### config.mk
export PLATFORM = sky130hd
export DESIGN_NAME = messbauer_diff_discriminator_counter
export DESIGN_NICKNAME = d
export VERILOG_FILES = /design/src/rtl/messbauer_diff_discriminator_counter.sv
export SDC_FILE = /design/constraint.sdc
export NUM_CORES = 1
export LEC_CHECK = 0
export CAP_MARGIN = 0
export CORE_MARGIN = 2
export CORE_UTILIZATION = 55
export CTS_CLUSTER_DIAMETER = 60
export DETAILED_ROUTE_END_ITERATION = 16
export PLACE_DENSITY = 0.84
export SLEW_MARGIN = 10
export SYNTH_ARGS = -nofsm -noshare
export SYNTH_HDL_FRONTEND = slang
export SYNTH_SLANG_ARGS = --single-unit
export TNS_END_PERCENT = 100
### constraint.sdc
create_clock -name aclk -period 6.65 [get_ports aclk]
set_input_delay 1.33 -clock aclk [delete_from_list [all_inputs] [get_ports aclk]]
set_output_delay 1.33 -clock aclk [all_outputs]
set_load 0.01 [all_outputs]
### src/rtl/messbauer_diff_discriminator_counter.sv
// Differential-discriminator impulse classifier and per-channel counter.
// Accepted impulses (lower crossed, upper never) are counted per velocity
// channel; each channel-advance rising edge hands the closed channel's count
// to the spectrum store over a valid/ready holding register.
module messbauer_diff_discriminator_counter #(
  parameter int unsigned COUNTER_WIDTH        = 16,
  parameter int unsigned CHANNEL_WIDTH        = 9,
  parameter int unsigned CHANNELS             = 512,
  parameter int unsigned MAX_IMPULSE_DURATION = 32
) (
  input  logic                     aclk,
  input  logic                     areset,
  input  logic                     lower_threshold,
  input  logic                     upper_threshold,
  input  logic                     channel,
  output logic [COUNTER_WIDTH-1:0] count_data,
  output logic [CHANNEL_WIDTH-1:0] count_channel,
  output logic                     count_valid,
  input  logic                     count_ready,
  output logic                     sweep_done,
  output logic                     overrun,
  output logic [COUNTER_WIDTH-1:0] rejected_total
);

  localparam int unsigned DurWidth = $clog2(MAX_IMPULSE_DURATION + 1);
  localparam logic [DurWidth-1:0]      DurMax   = DurWidth'(MAX_IMPULSE_DURATION);
  localparam logic [CHANNEL_WIDTH-1:0] LastChan = CHANNEL_WIDTH'(CHANNELS - 1);
  localparam logic [COUNTER_WIDTH-1:0] CntMax   = '1;

  typedef enum logic [1:0] {StIdle, StPulse, StGuard} state_e;

  // Stage [1] is the synchronised level; stage [2] is its previous value for
  // edge detection.
  logic [2:0] lower_sync_q;
  logic [1:0] upper_sync_q;
  logic [2:0] chan_sync_q;

  state_e                   state_q;
  logic                     upper_seen_q;
  logic [DurWidth-1:0]      dur_cnt_q;
  logic [COUNTER_WIDTH-1:0] acc_cnt_q;
  logic [CHANNEL_WIDTH-1:0] chan_idx_q;

  logic                     lower_s, lower_rise, upper_s, chan_close;
  logic                     impulse_upper, accept_evt, reject_evt;
  logic [COUNTER_WIDTH-1:0] acc_inc, acc_now;

  // Two-flop synchronisers plus one history stage for edge detection.
  always_ff @(posedge aclk or posedge areset) begin
    if (areset) begin
      lower_sync_q <= '0;
      upper_sync_q <= '0;
      chan_sync_q  <= '0;
    end else begin
      lower_sync_q <= {lower_sync_q[1:0], lower_threshold};
      upper_sync_q <= {upper_sync_q[0], upper_threshold};
      chan_sync_q  <= {chan_sync_q[1:0], channel};
    end
  end

  // Impulse classification and accepted-count next value.
  always_comb begin
    lower_s       = lower_sync_q[1];
    lower_rise    = lower_sync_q[1] & ~lower_sync_q[2];
    upper_s       = upper_sync_q[1];
    chan_close    = chan_sync_q[1] & ~chan_sync_q[2];
    // Upper seen in the falling cycle itself still rejects the impulse.
    impulse_upper = upper_seen_q | upper_s;
    accept_evt    = 1'b0;
    reject_evt    = 1'b0;
    if (state_q == StPulse) begin
      if (!lower_s) begin
        accept_evt = ~impulse_upper;
        reject_evt = impulse_upper;
      end else begin
        reject_evt = (dur_cnt_q == DurMax);
      end
    end
    acc_inc = (acc_cnt_q == CntMax) ? acc_cnt_q : acc_cnt_q + 1'b1;
    acc_now = accept_evt ? acc_inc : acc_cnt_q;
  end

  // Impulse FSM: IDLE waits for a lower rise, PULSE times and watches upper,
  // GUARD swallows a stuck pulse until lower drops.
  always_ff @(posedge aclk or posedge areset) begin
    if (areset) begin
      state_q      <= StIdle;
      upper_seen_q <= 1'b0;
      dur_cnt_q    <= '0;
    end else begin
      unique case (state_q)
        StIdle: begin
          if (lower_rise) begin
            state_q      <= StPulse;
            upper_seen_q <= 1'b0;
            dur_cnt_q    <= '0;
          end
        end
        StPulse: begin
          if (upper_s) upper_seen_q <= 1'b1;
          if (!lower_s) begin
            state_q <= StIdle;
          end else if (dur_cnt_q == DurMax) begin
            state_q <= StGuard;
          end else begin
            dur_cnt_q <= dur_cnt_q + 1'b1;
          end
        end
        StGuard: begin
          if (!lower_s) state_q <= StIdle;
        end
        default: state_q <= StIdle;
      endcase
    end
  end

  // Per-channel accepted count, channel index and saturating reject total.
  always_ff @(posedge aclk or posedge areset) begin
    if (areset) begin
      acc_cnt_q      <= '0;
      chan_idx_q     <= '0;
      rejected_total <= '0;
    end else begin
      acc_cnt_q <= chan_close ? '0 : acc_now;
      if (chan_close) begin
        chan_idx_q <= (chan_idx_q == LastChan) ? '0 : chan_idx_q + 1'b1;
      end
      if (reject_evt && rejected_total != CntMax) begin
        rejected_total <= rejected_total + 1'b1;
      end
    end
  end

  // Output holding register with valid/ready handshake and sticky overrun.
  always_ff @(posedge aclk or posedge areset) begin
    if (areset) begin
      count_data    <= '0;
      count_channel <= '0;
      count_valid   <= 1'b0;
      sweep_done    <= 1'b0;
      overrun       <= 1'b0;
    end else begin
      sweep_done <= chan_close && (chan_idx_q == LastChan);
      if (chan_close) begin
        // An impulse accepted in the closing cycle belongs to the closing channel.
        count_data    <= acc_now;
        count_channel <= chan_idx_q;
        count_valid   <= 1'b1;
        if (count_valid && !count_ready) overrun <= 1'b1;
      end else if (count_valid && count_ready) begin
        count_valid <= 1'b0;
      end
    end
  end

endmodule

==> out/metrics.csv <==
stage,metric,value,unit
status,run_status,finished clean,
worst_setup_path,critical_path_required,5.32,ns
clock_network,total_of_hold_buffers_inserted_after_clock_tree_synthesis,0,
timing,post-route-period-util,40.6,%
synth,main_combinational_cell_family_by_area_after_synthesis,simple AND/OR/NAND/NOR gates,
min_path,hold_path.class,flip-flop to flip-flop,
worst_setup_path,crit_slowest_cell,sky130_fd_sc_hd__clkdlybuf4s50_1,
cells_and_area,layout.cells.most_common,sky130_fd_sc_hd__dfrtp_1,
route,routed_wl,7180,um
synth,synth_simple_gate_area_share,24.1,%
cells_and_area,layout-drive-gt1-share,7.48,%
route,routed_met3_length,306,um
global_routing,initial_antenna_violation_count,0,
global_routing,grt_max_degree,87,
synth,ys.warnings.count,0,
pwr,cellPowerDensity,254,nW/um^2
floorplan,die_area,7630,um^2
timing,fmaxAchievable,0.371,GHz
synth,synth-compound-area-share,6.48,%
worst_setup_path,path_delay_family,buffers and inverters,
cells_and_area,area_growth,20.3,%
route,via_count,2785,
pwr,switchingPower,302,uW
pwr,pwr-share-seq,52.4,%
clock_network,clk-insertion-delay-late,0.36,ns
route,avgRoutedWirePerCell,14.1,um
clock_network,clk_pin_slew_worst_paths,0.08,ns
timing,timing.clock.skew,0.00940,ns
run,drv.max_cap_violation_count,0,
timing,normalized_max_slew_margin,30.7,%
synth,post_synth_inst_count,372,
synth,synth.lib_cells_used.distinct,45,
cells_and_area,final_cell_mix,"sky130_fd_sc_hd__dfrtp_1 (86), sky130_fd_sc_hd__nand2_1 (64), sky130_fd_sc_hd__clkdlybuf4s50_1 (49), sky130_fd_sc_hd__nor2_1 (36), sky130_fd_sc_hd__o21ai_0 (20)",
route,detail_route.wirelength.met1,3310,um
worst_setup_path,cp_max_fo,5,
timing,finalMaxSlewViolations,0,
floorplan,top_level_ports,50,
synth,synth_top_cell_by_area,sky130_fd_sc_hd__dfrtp_1,
floorplan,placeableCoreArea,6760,um^2
synth,synth_nets,384,
placed_design,gp_congestion,0.837,
global_routing,grt_pass1_wl,12200,um
floorplan,starting_density_of_the_core,56.6,%
synth,synth.cell_area,3820,um^2
floorplan,chipHeight,87.4,um
clock_network,cts_resized,0,
pwr,power_switching_share,25.9,%
clock_network,cts_post_setup_buffers_inserted,0,
worst_setup_path,timing.reg2reg.setup_slack,4.50,ns
placed_design,number_of_port_buffers,49,
timing,finalSetupViolCount,0,
global_routing,grt_usage,20.8,%
global_routing,overflow,0,
pwr,power.ir.vdd_worst,185,uV
synth,synth-seq-cells,86,
worst_setup_path,cp.arrival,1.37,ns
placed_design,place.detailed.instances,493,
route,drt_pre_antenna_iters,4,
pwr,p_clk_share,33.0,%
worst_setup_path,endpoint_kind,primary output,
global_routing,first_global_vias,2647,
timing,rsz_0062_raised_after_global_routing,false,
cells_and_area,num-nets-final,436,
worst_setup_path,path_buf_inv,1,
pwr,leakagePower,0.00207,uW
route,detail-route-antenna-nets,0,
pwr,power,1170,uW
worst_setup_path,worst_path_largest_cell_delay,0.58,ns
timing,final.setup.tns,0,ns
route,routed.top_layer,met4,
clock_network,cts_tree,built,
cells_and_area,layout.cells.non_filler,508,
clock_network,cts_sinks,86,
clock_network,htree_levels,3,
synth,synth_xor_xnor_area_share,7.33,%
placed_design,hpwlAfterDp,4870,um
timing,worst-slew-pin-transition,1.04,ns
placed_design,placed_area,4390,um^2
worst_setup_path,cp-start-kind,flip-flop,
pwr,power.combinational.fraction,14.6,%
synth,syn_avg_cell_area,10.3,um^2
timing,final-hold-violation-count,0,
synth,synth.yosys.seq_area_share,56.3,%
cells_and_area,final_area,4600,um^2
route,met2WireLength,3450,um
timing,period_needed,2.70,ns
pwr,p_int,867,uW
clock_network,tritoncts.num_buffers,9,
floorplan,die_width,87.4,um
route,detail_route.drc_violations,0,
route,avgViaCountPerCell,5.48,
worst_setup_path,crit_type,flip-flop to primary output,
floorplan,fp-row-count,30,
synth,synth.top_cell.area_share,56.3,%
worst_setup_path,cp_cell_sequence,clkdlybuf4s50_1,
cells_and_area,n_antenna_cell,0,
synth,synth.top_cells.by_area,"sky130_fd_sc_hd__dfrtp_1 (56%), sky130_fd_sc_hd__nand2_1 (6.3%), sky130_fd_sc_hd__xnor2_1 (3.9%), sky130_fd_sc_hd__nor2_1 (3.5%), sky130_fd_sc_hd__xor2_1 (3.4%)",
synth,yosys.area_share.adder,1.96,%
clock_network,cts_root_buf,sky130_fd_sc_hd__clkbuf_8,
route,dr.first_iter.drc_count,123,
synth,synth_mux_area_share,1.90,%
clock_network,clock_path_buffers,2,
==> synth_stat cells, drive strengths merged <==
library cell	n
nand3	18
and4	1
nor3	15
xnor2	17
a41o	1
mux2i	5
a311oi	1
nand4b	2
nor4	4
nor2b	1
a21oi	6
a31oi	5
nor4b	1
o21ba	1
inv	8
nand3b	1
buf	1
nand2b	5
and3	8
and2	4
xor2	15
nand4	11
o31ai	1
o21ai	24
or3	2
dfrtp	86
mux2	2
or2	3
a31o	1
nor3b	3
nand2	64
nor2	36
o21bai	1
clkbuf	10
ha	6
or3b	1
and2b	1
==> state kept, by name, summed over array words and instances, names as in the netlist <==
register,cells
upper_seen_q,1
overrun,1
upper_sync_q,2
count_valid,1
rejected_total,16
acc_cnt_q,16
count_channel,9
count_data,16
sweep_done,1
chan_idx_q,9
lower_sync_q,3
chan_sync_q,3
state_q,2
dur_cnt_q,6
==> area by class of cell <==
type | instances | area, um^2
Sequential cell | 86 | 2150
Fill cell | 523 | 2160
Inverter | 8 | 31.3
Multi-Input combinational cell | 267 | 1600
Tap cell | 80 | 100
Clock inverter | 4 | 72.6
Timing Repair Buffer | 52 | 513
Clock buffer | 11 | 131
==> through the flow <==
step | hold WS [ns] | worst slack, ns | util (%)
after floorplan | 0.331 | 3.10 | -
after global placement | 0.334 | 3.93 | 65.0
after detailed placement | 0.335 | 3.91 | 65.0
after CTS | 0.359 | 3.93 | 68.1
after global routing | 0.364 | 3.88 | 68.1
final | 0.355 | 3.95 | 68.1
==> worst paths after layout <==
kind	start	end	cells after the start
worst max-delay path	rejected_total[7]	rejected_total[7]	1
worst min-delay path	chan_sync_q[0]	chan_sync_q[1]	0
worst max register to register	dur_cnt_q[0]	rejected_total[1]	7
worst min register to register	chan_sync_q[0]	chan_sync_q[1]	0
max in group asynchronous	areset	count_data[2]	3
min in group asynchronous	areset	rejected_total[4]	3
==> kinds of logic after synthesis <==
kind of cell    Yosys count
flops                    86
simple gates            181
mux                       7
compound gates           41
fa+ha+maj                 6
xor+xnor                 32
buf+inv                  19
==> routing by layer <==
metal | global-route usage, % | vias to the layer above
li1 | - | 1369
met1 | 28.6 | 1329
met2 | 31.4 | 78
met3 | 5.40 | 9
met4 | 8.53 | 0
met5 | 0 | -
==> power by group through the flow <==
stage | sequential, uW | clock [uW] | combinational [uW]
after detailed placement | 624 | 0 | 172
final | 613 | 386 | 170
after global routing | 621 | 422 | 193
after CTS | 613 | 394 | 174
after floorplan | 627 | 0 | 83.0
after global placement | 621 | 0 | 168
Power figures use the tool's default switching activity.
==> edit 1: new RTL, same settings <==
Encoding of `state_e`: now one-hot (3 bits for 3 states).
--- a/src/rtl/messbauer_diff_discriminator_counter.sv
+++ b/src/rtl/messbauer_diff_discriminator_counter.sv
@@ -27,7 +27,7 @@
   localparam logic [CHANNEL_WIDTH-1:0] LastChan = CHANNEL_WIDTH'(CHANNELS - 1);
   localparam logic [COUNTER_WIDTH-1:0] CntMax   = '1;
 
-  typedef enum logic [1:0] {StIdle, StPulse, StGuard} state_e;
+  typedef enum logic [2:0] {StIdle = 3'b001, StPulse = 3'b010, StGuard = 3'b100} state_e;
 
   // Stage [1] is the synchronised level; stage [2] is its previous value for
   // edge detection.
Behaviour: same outputs for any inputs over 10 cycles, from zero or initial values and one cycle with areset high; not proved beyond that.
==> edit 1 against the unedited design <==
Sequential cell count increased by 1; power fell by 3.9%; wire length up 4.4%; clock power up 6.5%; area after synthesis fell by 0.13%; largest cell class unchanged; non-clock buffer count decreased by 1; setup slack better by 0.0031 ns; highest routed layer unchanged; die area shrank 0.13%; synthesized cell count shrank 1.1%; cell area rose by 0.44%; count of clock-buffer cells in the layout is 1 lower.
==> edit 1: results (changes against the unedited design) <==
metric	value	unit	change
status	finished, final reports clean		unchanged
R2R cell count	5		was 7
Finished Layout Cells	505		was 508
Synth top cells by count	86 x dfrtp_1, 69 x nand2_1, 33 x nor2_1		was 86 x dfrtp_1, 64 x nand2_1, 36 x nor2_1
Synth area leaders	dfrtp_1 56%, nand2_1 6.8%, xnor2_1 6.2%, nor2_1 3.2%, o21ai_0 2.9%		was dfrtp_1 56%, nand2_1 6.3%, xnor2_1 3.9%, nor2_1 3.5%, xor2_1 3.4%
Max Root-Sink Buffers	2		unchanged
dpl cells	489		was 493
gr usage total	21.6	%	was 20.8%
placer's final routability congestion estimate	0.827		was 0.837
Placed Area	4390	µm²	about the same
Max stage delay cell, worst path	clkdlybuf4s50_1		unchanged
Vias per Instance	5.55		was 5.48
Syn Nets	380		was 384
Post-synth EDFFs	0		unchanged
hpwl dp	4990	µm	was 4870 µm
Iteration-0 DRC Markers	179		was 123
Hold Path Class	reg -> reg		unchanged
part of the cycle the worst path needs	40.5	%	was 40.6%
Netlist cell types	46		was 45
Regs by FF count	acc_cnt_q (16), count_data (16), rejected_total (16)		unchanged
pre-CTS setup slack	3.91	ns	about the same
Slew HR	25.3	%	was 30.7%
sequential fraction of the synthesis area	57.1	%	was 56.3%
CP max stage delay	0.58	ns	about the same
VDD IR-drop max	0.133	mV	was 0.185 mV
synth warn	0		unchanged
Crit Path Max Fanout	6		was 5
drt pass-1 iters	4		unchanged
nets	432		was 436
Filler Cell Count	508		was 523
asr flop ratio synth	100	%	unchanged
hold slack	0.357	ns	was 0.355 ns
worst r2r src	state_q[2]		was dur_cnt_q[0]
layout cells sized above 1	7.53	%	was 7.48%
worst reg2reg setup slack	4.46	ns	was 4.50 ns
H-tree levels	3		unchanged
first-pass GRT wire length	12900	µm	was 12200 µm
RR Endpoint	acc_cnt_q[15]		was rejected_total[1]
Avg Inst Size Synth	10.4	µm²	was 10.3 µm²
largest net degree at the start of global routing	88		was 87
mean routed wirelength per cell	14.8	µm	was 14.1 µm
vias in the first global route	2881		was 2647
Internal Power	0.843	mW	was 0.867 mW
Leak	2.04	nW	was 2.07 nW
Worst Clk Skew	0.0103	ns	was 0.00940 ns
-- edit 1: cell types whose count changed after synthesis, moves of 3 or more --
cell	before	now
nand2_1	64	69
xnor2_1	17	27
and4_1	1	4
xor2_1	15	5
nor2_1	36	33
a31oi_1	5	0
inv_1	8	5
nor3_1	13	8
-- edit 1: worst max path at each step --
stage                      startpoint           endpoint
finish              rejected_total[8]  rejected_total[8]
CTS                 rejected_total[8]  rejected_total[8]
detailed placement             areset      acc_cnt_q[14]
global placement               areset     count_data[10]
global route        rejected_total[8]  rejected_total[8]
floorplan                      areset       acc_cnt_q[0]
-- edit 1: logic make-up after synthesis --
family | share of synthesized area (%)
DFF | 57.1
muxes | 2.26
and+or+nand+nor | 24.2
AOI/OAI and AO/OA | 5.70
adders and majority gates | 1.97
xor gates and xnor gates | 7.34
buffers and inverters | 1.51
-- edit 1: layout make-up --
cell class,count,area [µm²],area share [%]
flip-flops and latches,87,2180,47.2
multi-input cells,266,1580,34.3
repair buffers,51,505,10.9
clock buffers,10,138,2.98
well taps,80,100,2.17
clock inverters,6,92.6,2.00
inverters,5,20.0,0.433
-- edit 1: power groups by stage --
stage          clock [mW]  combinational [mW]  sequential, mW
2_1_floorplan           0              0.0573           0.606
6_report            0.411               0.118           0.594
5_1_grt             0.439               0.133           0.600
3_5_place_dp            0               0.119           0.605
4_1_cts             0.418               0.120           0.595
3_3_place_gp            0               0.115           0.602
-- edit 1: per-layer routing --
metal	routed length [µm]	part of all wire [%]	vias up	GRT usage [%]
met5	0	0	-	0
met4	93	1.2	0	7.83
met3	282	3.8	8	5.97
met2	3830	51	61	35.2
met1	3280	44	1378	27.6
li1	-	-	1357	-
==> edit 2: new RTL, same flow settings <==
Without the edit above. Change the parameter `CHANNELS` from 512 to 256.
--- a/src/rtl/messbauer_diff_discriminator_counter.sv
+++ b/src/rtl/messbauer_diff_discriminator_counter.sv
@@ -5,7 +5,7 @@
 module messbauer_diff_discriminator_counter #(
   parameter int unsigned COUNTER_WIDTH        = 16,
   parameter int unsigned CHANNEL_WIDTH        = 9,
-  parameter int unsigned CHANNELS             = 512,
+  parameter int unsigned CHANNELS             = 256,
   parameter int unsigned MAX_IMPULSE_DURATION = 32
 ) (
   input  logic                     aclk,
Function: same outputs for any inputs over 10 cycles, from zero or initial values and one cycle with areset high; that may be too few to reach the edited logic, so the function may still have changed.
==> edit 2 against the unedited design <==
First-iteration DRC count rose by 6.5%; power fell by 0.34%; wire length fell by 1.5%; area after synthesis fell by 1.2%; sequential cell count did not move; setup slack got worse by 0.027 ns; utilization fell by 0.44 points; via count barely moved; sequential power rose by 2%; count of clock-buffer cells in the layout fell by 2; clock power fell by 6.0%; hold slack got worse by 0.0082 ns; sequential share of layout area rose by 0.57 points; cell area fell by 1.2%.
==> edit 2: results (changes against the unedited design) <==
metric	value	unit	change
Worst Clk Skew	0.00904	ns	was 0.00940 ns
mean routed wirelength per cell	13.9	µm	was 14.1 µm
layout cells sized above 1	7.01	%	was 7.48%
status	finished, final reports clean		unchanged
vias in the first global route	2657		was 2647
detailed-route via count	2783		was 2785
Internal Power	0.841	mW	was 0.867 mW
Regs by FF count	acc_cnt_q (16), count_data (16), rejected_total (16)		unchanged
hpwl dp	4890	µm	was 4870 µm
Synth top cells by count	86 x dfrtp_1, 65 x nand2_1, 38 x nor2_1		was 86 x dfrtp_1, 64 x nand2_1, 36 x nor2_1
Filler Cell Count	519		was 523
sequential fraction of the synthesis area	57.0	%	was 56.3%
Slew @ Worst Pin	1.01	ns	was 1.04 ns
first-pass GRT wire length	12100	µm	was 12200 µm
number of diodes	0		unchanged
placer's final routability congestion estimate	0.840		was 0.837
VDD IR-drop max	0.211	mV	was 0.185 mV
gr usage total	20.5	%	was 20.8%
Iteration-0 DRC Markers	131		was 123
asr flop ratio synth	100	%	unchanged
Skew-Pair Late Insertion Delay	0.35	ns	
Syn Nets	384		unchanged
nets	434		was 436
Netlist cell types	35		was 45
drt pass-1 iters	5		was 4
synth warn	0		unchanged
CP max stage delay	0.58	ns	about the same
Synth area leaders	dfrtp_1 57%, nand2_1 6.5%, xnor2_1 5.6%, nor2_1 3.8%, nand3_1 2.9%		was dfrtp_1 56%, nand2_1 6.3%, xnor2_1 3.9%, nor2_1 3.5%, xor2_1 3.4%
number of CTS-inserted buffers	9		unchanged
Leak	1.99	nW	was 2.07 nW
Crit Path Max Fanout	7		was 5
worst reg2reg setup slack	4.60	ns	was 4.50 ns
edit 2: changes by cell type after synthesis, moves of 5 or more:
cell / change
xor2_1: -7
nand4_1: +5
a31oi_1: -5
nand3_1: +5
xnor2_1: +7
edit 2: path summary, 6_finish.rpt:
kind	from	to	cells after the start
setup reg to reg	lower_sync_q[1]	count_data[14]	5
hold / removal	chan_sync_q[0]	chan_sync_q[1]	0
min in group asynchronous	areset	count_valid	3
hold reg to reg	chan_sync_q[0]	chan_sync_q[1]	0
max in group asynchronous	areset	count_data[8]	3
setup / recovery	rejected_total[5]	rejected_total[5]	1
edit 2: logic make-up (layout without fill, tap and decap cells):
family	after synthesis	in the layout	synth area share [%]
buffers and inverters	17	72	1.69
and+or+nand+nor	189	189	24.3
xor gates and xnor gates	32	32	7.42
adders and majority gates	5	5	1.66
muxes	9	9	2.52
AOI/OAI and AO/OA	35	35	5.47
DFF	86	86	57.0
edit 2: through the flow:
stage	instance area, µm²	worst slack [ns]	hold slack (ns)	instances	util [%]
floorplan	3780	3.10	0.331	373	-
global placement	4350	3.94	0.334	492	64.7
detailed placement	4350	3.92	0.339	492	64.7
CTS	4540	3.92	0.349	508	67.6
global route	4540	3.87	0.363	508	67.6
finish	4540	3.92	0.347	508	67.6
edit 2: metal layers:
layer	global-route usage, %	part of all wire, %	up-vias	routed length (µm)
met3	5.40	3.8	7	272
met1	28.8	47	1342	3340
li1	-	-	1377	-
met4	6.39	1.0	0	73
met5	0	0	-	0
met2	31.6	48	57	3380
edit 2: power by group through the flow:
stage               Clock (mW)  Combinational [mW]  Sequential [mW]
finish                   0.363               0.175            0.627
floorplan                    0              0.0829            0.639
CTS                      0.371               0.178            0.627
global placement             0               0.171            0.635
detailed placement           0               0.177            0.636
global route             0.391               0.196            0.637
edit 2: area by class of cell:
class | count | area share, %
clock buffer | 9 | 2.73
clock inverter | 7 | 1.62
inverter | 4 | 0.358
multi-input combinational | 270 | 34.4
sequential | 86 | 47.4
tap | 80 | 2.20
timing repair buffer | 52 | 11.3
